File: config.mk
export PLATFORM = sky130hd
export DESIGN_NAME = pipe_ctrl_unit
export DESIGN_NICKNAME = d
export VERILOG_FILES = /design/src/rtl/ctrl_pkg.sv /design/src/rtl/ctrl_decoder.sv /design/src/rtl/pipe_ctrl_unit.sv
export SDC_FILE = /design/constraint.sdc
export NUM_CORES = 1
export LEC_CHECK = 0
export BUFFER_PORTS_ARGS = -buffer_cell sky130_fd_sc_hd__buf_2
export CAP_MARGIN = 20
export CORE_ASPECT_RATIO = 0.75
export CORE_UTILIZATION = 30
export CTS_CLUSTER_DIAMETER = 60
export DETAILED_ROUTE_END_ITERATION = 8
export GPL_TIMING_DRIVEN = 0
export PLACE_DENSITY_LB_ADDON = 0.1
export SYNTH_ARGS = -nofsm -noshare
export SYNTH_HDL_FRONTEND = slang
export SYNTH_HIERARCHICAL = 1
export SYNTH_SLANG_ARGS = --single-unit
File: constraint.sdc
create_clock -name clk -period 2.07 [get_ports clk]
set_input_delay 0.414 -clock clk [delete_from_list [all_inputs] [get_ports clk]]
set_output_delay 0.414 -clock clk [all_outputs]
set_load 0.02 [all_outputs]
File: src/rtl/ctrl_pkg.sv
// ctrl_pkg: shared definitions for the pipeline control unit.
//   - RV32I major opcodes recognised by the decoder
//   - immediate-format select encodings
//   - control bundle layout (packed struct, MSB..LSB) and its bit positions
package ctrl_pkg;

  localparam int CTRL_W    = 10;
  localparam int IMM_SEL_W = 3;

  // RV32I major opcodes (instr[6:0])
  localparam logic [6:0] OP_R      = 7'b0110011;
  localparam logic [6:0] OP_I      = 7'b0010011;
  localparam logic [6:0] OP_LOAD   = 7'b0000011;
  localparam logic [6:0] OP_STORE  = 7'b0100011;
  localparam logic [6:0] OP_BRANCH = 7'b1100011;
  localparam logic [6:0] OP_JAL    = 7'b1101111;
  localparam logic [6:0] OP_JALR   = 7'b1100111;
  localparam logic [6:0] OP_LUI    = 7'b0110111;
  localparam logic [6:0] OP_AUIPC  = 7'b0010111;

  // Immediate-format select encodings
  localparam logic [IMM_SEL_W-1:0] IMM_SEL_I = 3'd0;
  localparam logic [IMM_SEL_W-1:0] IMM_SEL_S = 3'd1;
  localparam logic [IMM_SEL_W-1:0] IMM_SEL_B = 3'd2;
  localparam logic [IMM_SEL_W-1:0] IMM_SEL_U = 3'd3;
  localparam logic [IMM_SEL_W-1:0] IMM_SEL_J = 3'd4;

  // Bundle bit positions (match the struct below)
  localparam int BIT_RS2_IMM_SEL = 9;
  localparam int BIT_REG_W_EN    = 8;
  localparam int BIT_MEM_W_EN    = 7;
  localparam int BIT_MEM_R_EN    = 6;
  localparam int BIT_MEM_ALU_SEL = 5;
  localparam int BIT_BRANCH      = 4;
  localparam int BIT_JUMP        = 3;
  localparam int BIT_IMM_SEL_LSB = 0;

  typedef struct packed {
    logic                 rs2_imm_sel;
    logic                 reg_w_en;
    logic                 mem_w_en;
    logic                 mem_r_en;
    logic                 mem_alu_sel;
    logic                 branch;
    logic                 jump;
    logic [IMM_SEL_W-1:0] imm_sel;
  } ctrl_t;

endpackage

File: src/rtl/ctrl_decoder.sv
// ctrl_decoder: pure combinational RV32I opcode decode.
// Ports:
//   opcode   in  7         instr[6:0]
//   rd       in  REG_AW    destination index (rd=0 suppresses reg_w_en)
//   ctrl     out ctrl_t    control bundle
//   illegal  out 1         opcode not in the supported RV32I set
//   uses_rs1 out 1         instruction reads rs1
//   uses_rs2 out 1         instruction reads rs2
module ctrl_decoder #(
  parameter int REG_AW    = 5,
  parameter int IMM_SEL_W = ctrl_pkg::IMM_SEL_W
) (
  input  logic [6:0]        opcode,
  input  logic [REG_AW-1:0] rd,
  output ctrl_pkg::ctrl_t   ctrl,
  output logic              illegal,
  output logic              uses_rs1,
  output logic              uses_rs2
);
  import ctrl_pkg::*;

  logic [IMM_SEL_W-1:0] imm;

  always_comb begin
    // NOTE: every output gets a default before the case so no path can infer a latch.
    ctrl     = '0;
    imm      = '0;
    illegal  = 1'b0;
    uses_rs1 = 1'b0;
    uses_rs2 = 1'b0;
    case (opcode)
      OP_R: begin
        ctrl.reg_w_en    = 1'b1;
        ctrl.mem_alu_sel = 1'b1;
        uses_rs1         = 1'b1;
        uses_rs2         = 1'b1;
      end
      OP_I: begin
        ctrl.rs2_imm_sel = 1'b1;
        ctrl.reg_w_en    = 1'b1;
        ctrl.mem_alu_sel = 1'b1;
        imm              = IMM_SEL_I;
        uses_rs1         = 1'b1;
      end
      OP_LOAD: begin
        ctrl.rs2_imm_sel = 1'b1;
        ctrl.reg_w_en    = 1'b1;
        ctrl.mem_r_en    = 1'b1;
        imm              = IMM_SEL_I;
        uses_rs1         = 1'b1;
      end
      OP_STORE: begin
        ctrl.rs2_imm_sel = 1'b1;
        ctrl.mem_w_en    = 1'b1;
        imm              = IMM_SEL_S;
        uses_rs1         = 1'b1;
        uses_rs2         = 1'b1;
      end
      OP_BRANCH: begin
        ctrl.branch = 1'b1;
        imm         = IMM_SEL_B;
        uses_rs1    = 1'b1;
        uses_rs2    = 1'b1;
      end
      OP_JAL: begin
        ctrl.jump     = 1'b1;
        ctrl.reg_w_en = 1'b1;
        imm           = IMM_SEL_J;
      end
      OP_JALR: begin
        ctrl.jump        = 1'b1;
        ctrl.reg_w_en    = 1'b1;
        ctrl.rs2_imm_sel = 1'b1;
        imm              = IMM_SEL_I;
        uses_rs1         = 1'b1;
      end
      OP_LUI, OP_AUIPC: begin
        ctrl.rs2_imm_sel = 1'b1;
        ctrl.reg_w_en    = 1'b1;
        ctrl.mem_alu_sel = 1'b1;
        imm              = IMM_SEL_U;
      end
      default: illegal = 1'b1;
    endcase
    ctrl.imm_sel = imm;
    // x0 is hardwired: never request a register write to it.
    if (rd == '0) ctrl.reg_w_en = 1'b0;
  end

endmodule

File: src/rtl/pipe_ctrl_unit.sv
// pipe_ctrl_unit: main pipeline controller. Decodes the ID instruction and
// carries {valid, rd, illegal, bundle} through EX/MEM/WB stage registers,
// detecting load-use hazards and honouring external stall and branch flush.
// Ports:
//   clk, rst_n                 clock (rising edge), async active-low reset
//   id_valid, id_opcode        ID instruction present / instr[6:0]
//   id_rs1, id_rs2, id_rd      ID register indices
//   stall_ext                  freeze EX/MEM/WB
//   flush                      kill the ID instruction (taken branch in EX)
//   hazard_stall               hold PC and IF/ID this cycle (combinational)
//   ex_ctrl/ex_valid/ex_rd     EX-stage slot
//   mem_ctrl/mem_valid/mem_rd  MEM-stage slot
//   wb_ctrl/wb_valid/wb_rd/wb_illegal  WB-stage slot
module pipe_ctrl_unit #(
  parameter int REG_AW    = 5,
  parameter int IMM_SEL_W = ctrl_pkg::IMM_SEL_W,
  parameter int CTRL_W    = ctrl_pkg::CTRL_W
) (
  input  logic              clk,
  input  logic              rst_n,
  input  logic              id_valid,
  input  logic [6:0]        id_opcode,
  input  logic [REG_AW-1:0] id_rs1,
  input  logic [REG_AW-1:0] id_rs2,
  input  logic [REG_AW-1:0] id_rd,
  input  logic              stall_ext,
  input  logic              flush,
  output logic              hazard_stall,
  output logic [CTRL_W-1:0] ex_ctrl,
  output logic              ex_valid,
  output logic [REG_AW-1:0] ex_rd,
  output logic [CTRL_W-1:0] mem_ctrl,
  output logic              mem_valid,
  output logic [REG_AW-1:0] mem_rd,
  output logic [CTRL_W-1:0] wb_ctrl,
  output logic              wb_valid,
  output logic [REG_AW-1:0] wb_rd,
  output logic              wb_illegal
);
  import ctrl_pkg::*;

  ctrl_t dec_ctrl;
  logic  dec_illegal;
  logic  dec_uses_rs1;
  logic  dec_uses_rs2;

  ctrl_decoder #(
    .REG_AW    (REG_AW),
    .IMM_SEL_W (IMM_SEL_W)
  ) u_decoder (
    .opcode   (id_opcode),
    .rd       (id_rd),
    .ctrl     (dec_ctrl),
    .illegal  (dec_illegal),
    .uses_rs1 (dec_uses_rs1),
    .uses_rs2 (dec_uses_rs2)
  );

  // Stage registers
  logic              ex_valid_q,  mem_valid_q,  wb_valid_q;
  logic [REG_AW-1:0] ex_rd_q,     mem_rd_q,     wb_rd_q;
  logic              ex_ill_q,    mem_ill_q,    wb_ill_q;
  ctrl_t             ex_ctrl_q,   mem_ctrl_q,   wb_ctrl_q;

  // Load-use: the load in EX delivers its data too late for the ID consumer.
  logic hazard_raw;
  assign hazard_raw = id_valid & ex_valid_q & ex_ctrl_q.mem_r_en & (ex_rd_q != '0) &
                      (((ex_rd_q == id_rs1) & dec_uses_rs1) |
                       ((ex_rd_q == id_rs2) & dec_uses_rs2));

  // A flush already kills the ID instruction, so no stall is needed then;
  // under stall_ext the flush is ignored and the raw hazard is reported.
  assign hazard_stall = hazard_raw & (stall_ext | ~flush);

  logic advance;
  logic insert_bubble;
  assign advance       = ~stall_ext;
  assign insert_bubble = flush | hazard_raw | ~id_valid;

  // NOTE: sequential state uses non-blocking assignments so all stages shift on the same edge.
  always_ff @(posedge clk or negedge rst_n) begin
    if (!rst_n) begin
      ex_valid_q  <= 1'b0;
      ex_rd_q     <= '0;
      ex_ill_q    <= 1'b0;
      ex_ctrl_q   <= '0;
      mem_valid_q <= 1'b0;
      mem_rd_q    <= '0;
      mem_ill_q   <= 1'b0;
      mem_ctrl_q  <= '0;
      wb_valid_q  <= 1'b0;
      wb_rd_q     <= '0;
      wb_ill_q    <= 1'b0;
      wb_ctrl_q   <= '0;
    end else if (advance) begin
      wb_valid_q  <= mem_valid_q;
      wb_rd_q     <= mem_rd_q;
      wb_ill_q    <= mem_ill_q;
      wb_ctrl_q   <= mem_ctrl_q;
      mem_valid_q <= ex_valid_q;
      mem_rd_q    <= ex_rd_q;
      mem_ill_q   <= ex_ill_q;
      mem_ctrl_q  <= ex_ctrl_q;
      if (insert_bubble) begin
        ex_valid_q <= 1'b0;
        ex_rd_q    <= '0;
        ex_ill_q   <= 1'b0;
        ex_ctrl_q  <= '0;
      end else begin
        ex_valid_q <= 1'b1;
        ex_rd_q    <= id_rd;
        ex_ill_q   <= dec_illegal;
        ex_ctrl_q  <= dec_ctrl;
      end
    end
  end

  assign ex_ctrl    = ex_ctrl_q;
  assign ex_valid   = ex_valid_q;
  assign ex_rd      = ex_rd_q;
  assign mem_ctrl   = mem_ctrl_q;
  assign mem_valid  = mem_valid_q;
  assign mem_rd     = mem_rd_q;
  assign wb_ctrl    = wb_ctrl_q;
  assign wb_valid   = wb_valid_q;
  assign wb_rd      = wb_rd_q;
  assign wb_illegal = wb_ill_q;

endmodule

==> flow_summary.json, run 1 <==
{
  "path_delay_family": "simple AND/OR/NAND/NOR gates",
  "worst_pin_slew_ns": 0.602,
  "place_ws_ns": -0.310,
  "critPathMaxStageDelay_ns": 0.54,
  "cts_max_path_buffers": 2,
  "crit_buf_inv": 2,
  "internal_power_uw": 1720,
  "numCtsBuffers": 5,
  "num_vias": 1913,
  "wirelength_um": 6250,
  "grt_max_degree": 40,
  "period_minus_slack_ns": 2.23,
  "rows": 27,
  "worst_slack_ns": -0.159,
  "synth-seq-area-share_pct": 52.7,
  "final_common_cell": "buf_2",
  "syn_nets": 229,
  "power.switching_uw": 598,
  "drc": 0,
  "postLayoutCoreUtil_pct": 42.4,
  "synth_flop_cell": "dfrtp_1",
  "io_buffers": 75,
  "report.final.slew_viol_count": 0,
  "layout.nets": 320,
  "outcome": "finished, violations left",
  "netlist_area_um2": 2420,
  "async_flop_share_pct": 100,
  "clock_latency_ns": 0.30,
  "cts_tree": "done",
  "path_max_fanout": 4,
  "firstDrtPassIters": 4,
  "maxSlewHeadroom_pct": 59.8,
  "yosys-top-cells-area": "dfrtp_1 53%, mux2_2 16%, a32oi_1 5.8%",
  "core_um2": 7570,
  "ioPinCount": 77,
  "synthCells": 202,
  "power_frac_seq_pct": 47.8,
  "grt_pass1_wl_um": 10200,
  "crit_slowest_cell": "or4_4",
  "endpoint_kind": "primary output",
  "path_class": "reg2out",
  "wl_per_cell_um": 15.8,
  "grt_pass1_vias": 1870,
  "synth_seq_cells": 51,
  "mostFrequentLayoutCells": "79 x buf_2, 47 x dfrtp_1, 34 x mux2_2",
  "rsz0062_at_grt": "yes",
  "antenna_cells": 0,
  "gp_congestion": 0.771,
  "min_path_type": "in2reg",
  "yosysWarnings": 6,
  "drive_gt1_share_pct": 50.0,
  "p_clk_share_pct": 35.0,
  "drv_cap": 0,
  "swShare_pct": 25.8,
  "die-width_um": 106,
  "min_period_over_period_pct": 108,
  "timing.setup.tns_ns": -0.159,
  "synthDominantCellAreaShare_pct": 52.7,
  "die_height_um": 79.8,
  "finClkSkew_ns": 0.00920,
  "syn_avg_cell_area_um2": 12.0,
  "setup_viol": 1,
  "min_path_cells": 3,
  "drt_iter0_drc": 154,
  "antenna_found_initial": 0,
  "pwr-share-comb_pct": 17.2,
  "area_growth_pct": 32.7,
  "clk_pin_slew_ns": 0.09,
  "hpwl_um": 4600,
  "initial_core_util_pct": 32.0,
  "yosysUniqueCellTypes": 36,
  "worst-r2r-cell-count": 6,
  "p_leak_uw": 0.00155,
  "synth_edf_count": 0,
  "ant_nets": 0,
  "whs_ns": 0.364,
  "cts.sinks": 51,
  "max_clock_freq_mhz": 449,
  "cp.required_ns": 1.66,
  "violations": "negative setup slack",
  "yosysTopAreaCell": "dfrtp_1",
  "ctsHtreeMaxLevel": 2,
  "power_density_nw_per_um2": 720,
  "hold_violations": 0,
  "cp-start-kind": "flip-flop",
  "cts-root-buf": "clkbuf_8",
  "fp.dieArea_um2": 8430,
  "routed_via_density": 4.84,
  "power_uw": 2310,
  "crit_path_cell_trace": "or4_4, o2111ai_4, buf_8, nor3b_4, buf_6",
  "grt_usage_pct": 15.6,
  "worst-path-stages": 5,
  "worstPathArrival_ns": 1.82,
  "ir_drop_v": 0.000367,
  "overflow": 0
}
==> path summary, 6_finish.rpt <==
path,start,slack (ns),end
worst max-delay path,ex_rd[1],-0.16,hazard_stall
worst min-delay path,id_rd[2],0.36,ex_rd[2]
worst max register to register,ex_rd[1],0.28,ex_ctrl[0]
worst min register to register,ex_ill_q,0.50,ex_ill_q
max in group asynchronous,rst_n,1.02,ex_rd[1]
min in group asynchronous,rst_n,0.54,wb_ctrl[3]
==> power groups by stage <==
stage / Combinational, uW / Clock [uW] / Sequential, uW
2_1_floorplan: 150 / 0 / 1190
3_3_place_gp: 364 / 0 / 1130
3_5_place_dp: 370 / 0 / 1130
4_1_cts: 394 / 831 / 1110
5_1_grt: 430 / 877 / 1120
6_report: 397 / 811 / 1110
==> sequential cells by signal (all words and copies together) (netlist names), 5 cells and up <==
register / cells
ex_ctrl: 10
ex_rd: 5
mem_ctrl: 10
mem_rd: 5
wb_ctrl: 10
wb_rd: 5
==> worst reg2reg max path, cell delays in order, from the launching register on <==
cell,delay [ns]
dfrtp_2,0.45
or4_4,0.54
o2111ai_4,0.22
buf_8,0.14
buf_4,0.16
a32oi_1,0.10
o21ai_0,0.09
==> what timing repair did <==
action | 4_1_cts | 5_1_grt
pin swaps | 3 | 4
resized for setup | 6 | 4
endpoints found under the setup margin | 1 | 11
endpoints found under the hold margin | 8 | 0
setup buffers | 8 | 0
hold buffers | 1 | 0
==> cell families (layout without fill, tap and decap cells) <==
kind of cell,count (synthesis),after routing,share of synthesized area (%)
buf+inv,16,108,3.52
flops,51,51,52.7
xor+xnor,10,10,3.62
simple gates,47,47,11.0
compound gates,44,44,13.3
mux,34,34,15.8
==> synthesized netlist by cell type, types with 2 or more instances <==
cell	count
o21ai_0	18
nand2_1	19
inv_1	3
or2_2	2
mux2_2	34
nor2b_1	3
a32oi_1	16
clkbuf_1	6
nand3b_1	2
a21oi_1	4
nand4_1	2
nor2_1	4
dfrtp_1	51
xnor2_1	10
nor3b_1	2
buf_2	5
nor4_1	2
==> cell type report <==
type,instances,area (um2)
well taps,101,126
flip-flops and latches,51,1280
clock inverters,2,60.1
multi-input cells,135,1110
clock buffers,6,72.6
fillers,760,4360
inverters,3,11.3
repair buffers,85,475
plain buffers,12,70.1
==> stage by stage <==
step                cell area (um2)  std cells
floorplan                      2450        202
global placement               2950        378
detailed placement             2970        379
CTS                            3180        396
global route                   3210        395
finish                         3210        395
==> routing by layer <==
metal / track usage, % / wire length (um) / vias to the layer above
met3: 4.08 / 358 / 2
met5: 0 / 0 / -
met4: 2.92 / 25 / 0
met1: 23.7 / 3150 / 934
li1: - / - / 921
met2: 22.1 / 2720 / 56
Power figures use the tool's default switching activity.
==> run 2, diff against run 1 <==
--- a/config.mk
+++ b/config.mk
@@ -7,7 +7,7 @@
 export LEC_CHECK = 0
 export BUFFER_PORTS_ARGS = -buffer_cell sky130_fd_sc_hd__buf_2
 export CAP_MARGIN = 20
-export CORE_ASPECT_RATIO = 0.75
+export CORE_ASPECT_RATIO = 1.4
 export CORE_UTILIZATION = 30
 export CTS_CLUSTER_DIAMETER = 60
 export DETAILED_ROUTE_END_ITERATION = 8
==> flow_summary.json, run 2 (synthesis gave the netlist of run 1 again) <==
{
  "power_density_nw_per_um2": 654,
  "hold_violations": 0,
  "layout.nets": 319,
  "grt_pass1_wl_um": 9780,
  "rsz0062_at_grt": "yes",
  "numCtsBuffers": 5,
  "grt_pass1_vias": 1971,
  "routed_via_density": 5.00,
  "place_ws_ns": -0.334,
  "cp-start-kind": "flip-flop",
  "ioPinCount": 77,
  "gr-usage-met1_pct": 18.3,
  "die_height_um": 108,
  "hpwl_um": 4500,
  "finClkSkew_ns": 0.00514,
  "antenna_cells": 0,
  "num-fill-cells": 799,
  "power_uw": 2060,
  "num_vias": 1964,
  "cts.sinks": 51,
  "antenna_found_initial": 0,
  "die-width_um": 77.9,
  "worstPathArrival_ns": 1.79,
  "critPathMaxStageDelay_ns": 0.54,
  "grt_use_met2_pct": 26.4,
  "cp.required_ns": 1.66,
  "p_leak_uw": 0.00152,
  "outcome": "finished, violations left",
  "crit_buf_inv": 2,
  "post_dp_cell_area_um2": 2970,
  "max_clock_freq_mhz": 453,
  "postLayoutCellArea_um2": 3150,
  "wl_per_cell_um": 15.5,
  "r2r_setup_slack_ns": 0.29,
  "wirelength_um": 6100,
  "cts_tree": "done",
  "gr-usage-met3_pct": 2.95,
  "firstDrtPassIters": 6,
  "ant_nets": 0,
  "grt_usage_pct": 15.1,
  "crit_path_cell_trace": "or4_4, o2111ai_4, buf_8, nor3b_4, buf_6",
  "gp_congestion": 0.780,
  "setup_viol": 1,
  "worst_pin_slew_ns": 0.590,
  "ir_drop_v": 0.000424,
  "multi_input_area_um2": 1110,
  "cts_hold_buf": 0,
  "io_buffers": 75,
  "drive_gt1_share_pct": 50.2,
  "final_common_cell": "buf_2",
  "cts_max_path_buffers": 2,
  "path_delay_family": "simple AND/OR/NAND/NOR gates",
  "violations": "negative setup slack",
  "top_usage_layer": "met2",
  "drc": 0,
  "area_growth_pct": 30.0,
  "drv_cap": 0,
  "core_um2": 7800,
  "grt_max_degree": 28,
  "postLayoutCoreUtil_pct": 40.4,
  "crit_slowest_cell": "or4_4",
  "path_class": "reg2out",
  "fp.dieArea_um2": 8430,
  "mostFrequentLayoutCells": "79 x buf_2, 47 x dfrtp_1, 34 x mux2_2",
  "clk_pin_slew_ns": 0.09,
  "register_area_um2": 1280,
  "period_minus_slack_ns": 2.21,
  "cts-root-buf": "clkbuf_8",
  "report.final.slew_viol_count": 0,
  "endpoint_kind": "primary output",
  "maxSlewHeadroom_pct": 60.7,
  "rows": 38,
  "initial_core_util_pct": 31.0,
  "clock_latency_ns": 0.30,
  "path_max_fanout": 2,
  "worst_slack_ns": -0.135,
  "ctsHtreeMaxLevel": 2,
  "min_path_type": "in2async",
  "min_period_over_period_pct": 107,
  "overflow": 0,
  "drt_iter0_drc": 59
}
==> run 2: per-layer routing <==
metal	up-vias	wire length, um
met2	74	3100
met3	6	343
met1	960	2570
met4	0	90
met5	-	0
li1	924	-
==> run 2: layout make-up <==
| class | instances | share of cell area (%) |
|---|---|---|
| inverters | 3 | 0.358 |
| well taps | 100 | 3.98 |
| multi-input cells | 135 | 35.2 |
| plain buffers | 12 | 2.23 |
| flip-flops and latches | 51 | 40.7 |
| repair buffers | 84 | 14.8 |
| clock inverters | 2 | 0.398 |
| clock buffers | 6 | 2.31 |
==> run 2: report_power, final <==
| group | leakage, uW | switching [uW] | internal [uW] |
|---|---|---|---|
| Clock | 0.0000412 | 320 | 237 |
| Combinational | 0.000793 | 223 | 171 |
| Sequential | 0.000683 | 47.7 | 1060 |
==> run 2: path summary, 6_finish.rpt <==
| check | startpoint | end | depth (start not counted) |
|---|---|---|---|
| setup / recovery | ex_rd[2] | hazard_stall | 5 |
| hold / removal | rst_n | wb_ctrl[3] | 1 |
| setup reg to reg | ex_rd[2] | ex_rd[1] | 6 |
| hold reg to reg | ex_ill_q | ex_ill_q | 2 |
| max in group asynchronous | rst_n | ex_rd[4] | 2 |
| min in group clk | id_rd[4] | ex_rd[4] | 3 |
==> run 2: worst register-to-register path: stages, from the launching register on <==
cell and delay [ns]:
dfrtp_2 0.41, or4_4 0.54, o2111ai_4 0.23, buf_8 0.14
buf_4 0.17, a32oi_1 0.11, o21ai_0 0.09
==> run 2: timing repair <==
action,4_1_cts,5_1_grt
setup endpoints to repair,1,10
pin swaps,4,5
resized for setup,7,3
cloned,0,0
setup buffers,8,0
==> run 2: through the flow <==
| stage | instances | TNS [ns] | hold WS (ns) |
|---|---|---|---|
| final | 393 | -0.135 | 0.103 |
| after detailed placement | 378 | -2.36 | 0.448 |
| after floorplan | 202 | 0 | 0.118 |
| after global routing | 393 | -0.182 | 0.135 |
| after global placement | 377 | -2.22 | 0.481 |
| after CTS | 394 | -0.162 | 0.116 |
==> run 3, diff against run 2 <==
--- a/config.mk
+++ b/config.mk
@@ -7,8 +7,10 @@
 export LEC_CHECK = 0
 export BUFFER_PORTS_ARGS = -buffer_cell sky130_fd_sc_hd__buf_2
 export CAP_MARGIN = 20
+export CELL_PAD_IN_SITES_DETAIL_PLACEMENT = 2
+export CELL_PAD_IN_SITES_GLOBAL_PLACEMENT = 2
 export CORE_ASPECT_RATIO = 1.4
-export CORE_UTILIZATION = 30
+export CORE_UTILIZATION = 29
 export CTS_CLUSTER_DIAMETER = 60
 export DETAILED_ROUTE_END_ITERATION = 8
 export GPL_TIMING_DRIVEN = 0
==> flow_summary.json, run 3 (synthesis gave the netlist of run 1 again) <==
{
  "postLayoutCoreUtil_pct": 39.9,
  "cts-root-buf": "clkbuf_16",
  "worstPathArrival_ns": 1.79,
  "instances_no_fill": 398,
  "firstDrtPassIters": 4,
  "grt_max_degree": 38,
  "min_period_over_period_pct": 107,
  "antenna_found_initial": 0,
  "area_growth_pct": 34.2,
  "overflow": 0,
  "p_leak_uw": 0.00157,
  "register_area_um2": 1280,
  "ant_nets": 0,
  "rsz0062_at_grt": "yes",
  "finClkSkew_ns": 0.00362,
  "grt_usage_pct": 18.2,
  "min_path_type": "in2async",
  "post_dp_cell_area_um2": 2970,
  "power_density_nw_per_um2": 737,
  "drive_gt1_share_pct": 51.0,
  "cts_hold_buf": 0,
  "num-fill-cells": 876,
  "timing.setup.tns_ns": -0.138,
  "period_minus_slack_ns": 2.21,
  "wl_per_cell_um": 18.3,
  "drc": 0,
  "die_height_um": 110,
  "hold_violations": 0,
  "antenna_cells": 0,
  "maxSlewHeadroom_pct": 56.5,
  "drt_iter0_drc": 49,
  "cts_tree": "done",
  "violations": "negative setup slack",
  "postLayoutCellArea_um2": 3250,
  "drv_cap": 0,
  "rows": 39,
  "path_class": "reg2out",
  "place_ws_ns": -0.384,
  "cts_max_path_buffers": 2,
  "cp.required_ns": 1.66,
  "mostFrequentLayoutCells": "79 x buf_2, 47 x dfrtp_1, 34 x mux2_2",
  "core_um2": 8150,
  "ioPinCount": 77,
  "worst_slack_ns": -0.138,
  "gp_congestion": 0.688,
  "ctsHtreeMaxLevel": 2,
  "die-width_um": 79.2,
  "setup_viol": 1,
  "io_buffers": 75,
  "multi_input_area_um2": 1110,
  "layout.nets": 322,
  "clock_latency_ns": 0.29,
  "endpoint_kind": "primary output",
  "clk_pin_slew_ns": 0.07,
  "final_common_cell": "buf_2",
  "initial_core_util_pct": 29.7,
  "max_clock_freq_mhz": 453,
  "grt_pass1_vias": 2143,
  "dp.cells": 380,
  "numCtsBuffers": 5,
  "cts.sinks": 51,
  "num_vias": 1975,
  "wirelength_um": 7270,
  "cp-start-kind": "flip-flop",
  "fp.dieArea_um2": 8720,
  "report.final.slew_viol_count": 0,
  "hpwl_um": 5360,
  "grt_pass1_wl_um": 11900,
  "worst_pin_slew_ns": 0.647,
  "outcome": "finished, violations left",
  "path_max_fanout": 2,
  "r2r_setup_slack_ns": 0.25,
  "ir_drop_v": 0.000384,
  "routed_via_density": 4.96
}
run 3: layout make-up:
cell class | instances | share of cell area, %
Tap cell | 102 | 3.93
Buffer | 12 | 2.16
Multi-Input combinational cell | 135 | 34.3
Timing Repair Buffer | 87 | 14.9
Clock inverter | 1 | 0.231
Sequential cell | 51 | 39.4
Inverter | 3 | 0.347
Clock buffer | 7 | 4.70
run 3: through the flow:
step	hold WS [ns]	total power (uW)
after floorplan	0.118	1340
after global placement	0.482	1500
after detailed placement	0.351	1510
after CTS	0.0435	2420
after global routing	0.0552	2490
final	0.0369	2390
run 3: what timing repair did:
item                                    4_1_cts  5_1_grt
endpoints found under the setup margin        2        1
setup buffers                                10        1
pin swaps                                     4        5
gates resized for setup                       6        3
cloned                                        0        0
run 3: metal layers:
layer  vias to the layer above  GRT usage [%]  wire length, um
met5                         -              0                0
met4                         0           4.68               76
met3                         6           2.55              229
met2                        54           33.7             3850
met1                       984           21.8             3120
li1                        931              -                -
run 3: critical path, cell delays in order, from the launching register on:
cell and delay, ns:
dfrtp_2 0.40, or4_4 0.55, o2111ai_4 0.24, buf_8 0.14, nor3b_4 0.04, buf_6 0.13
run 3: report_power, final:
| part | total, uW | leakage, uW | switching [uW] | internal [uW] |
|---|---|---|---|---|
| logic | 405 | 0.000811 | 230 | 175 |
| clock network | 879 | 0.0000761 | 365 | 515 |
| registers | 1110 | 0.000683 | 49.2 | 1060 |
| total | 2390 | 0.00157 | 643 | 1750 |
run 3: worst paths after layout:
path	startpoint	endpoint	cells past startpoint
worst min-delay path	rst_n	mem_rd[2]	1
min in group clk	id_rd[2]	ex_rd[2]	3
worst min register to register	wb_rd[4]	wb_rd[4]	1
worst max register to register	ex_rd[2]	ex_ctrl[7]	6
max in group asynchronous	rst_n	ex_rd[1]	2
worst max-delay path	ex_rd[2]	hazard_stall	5
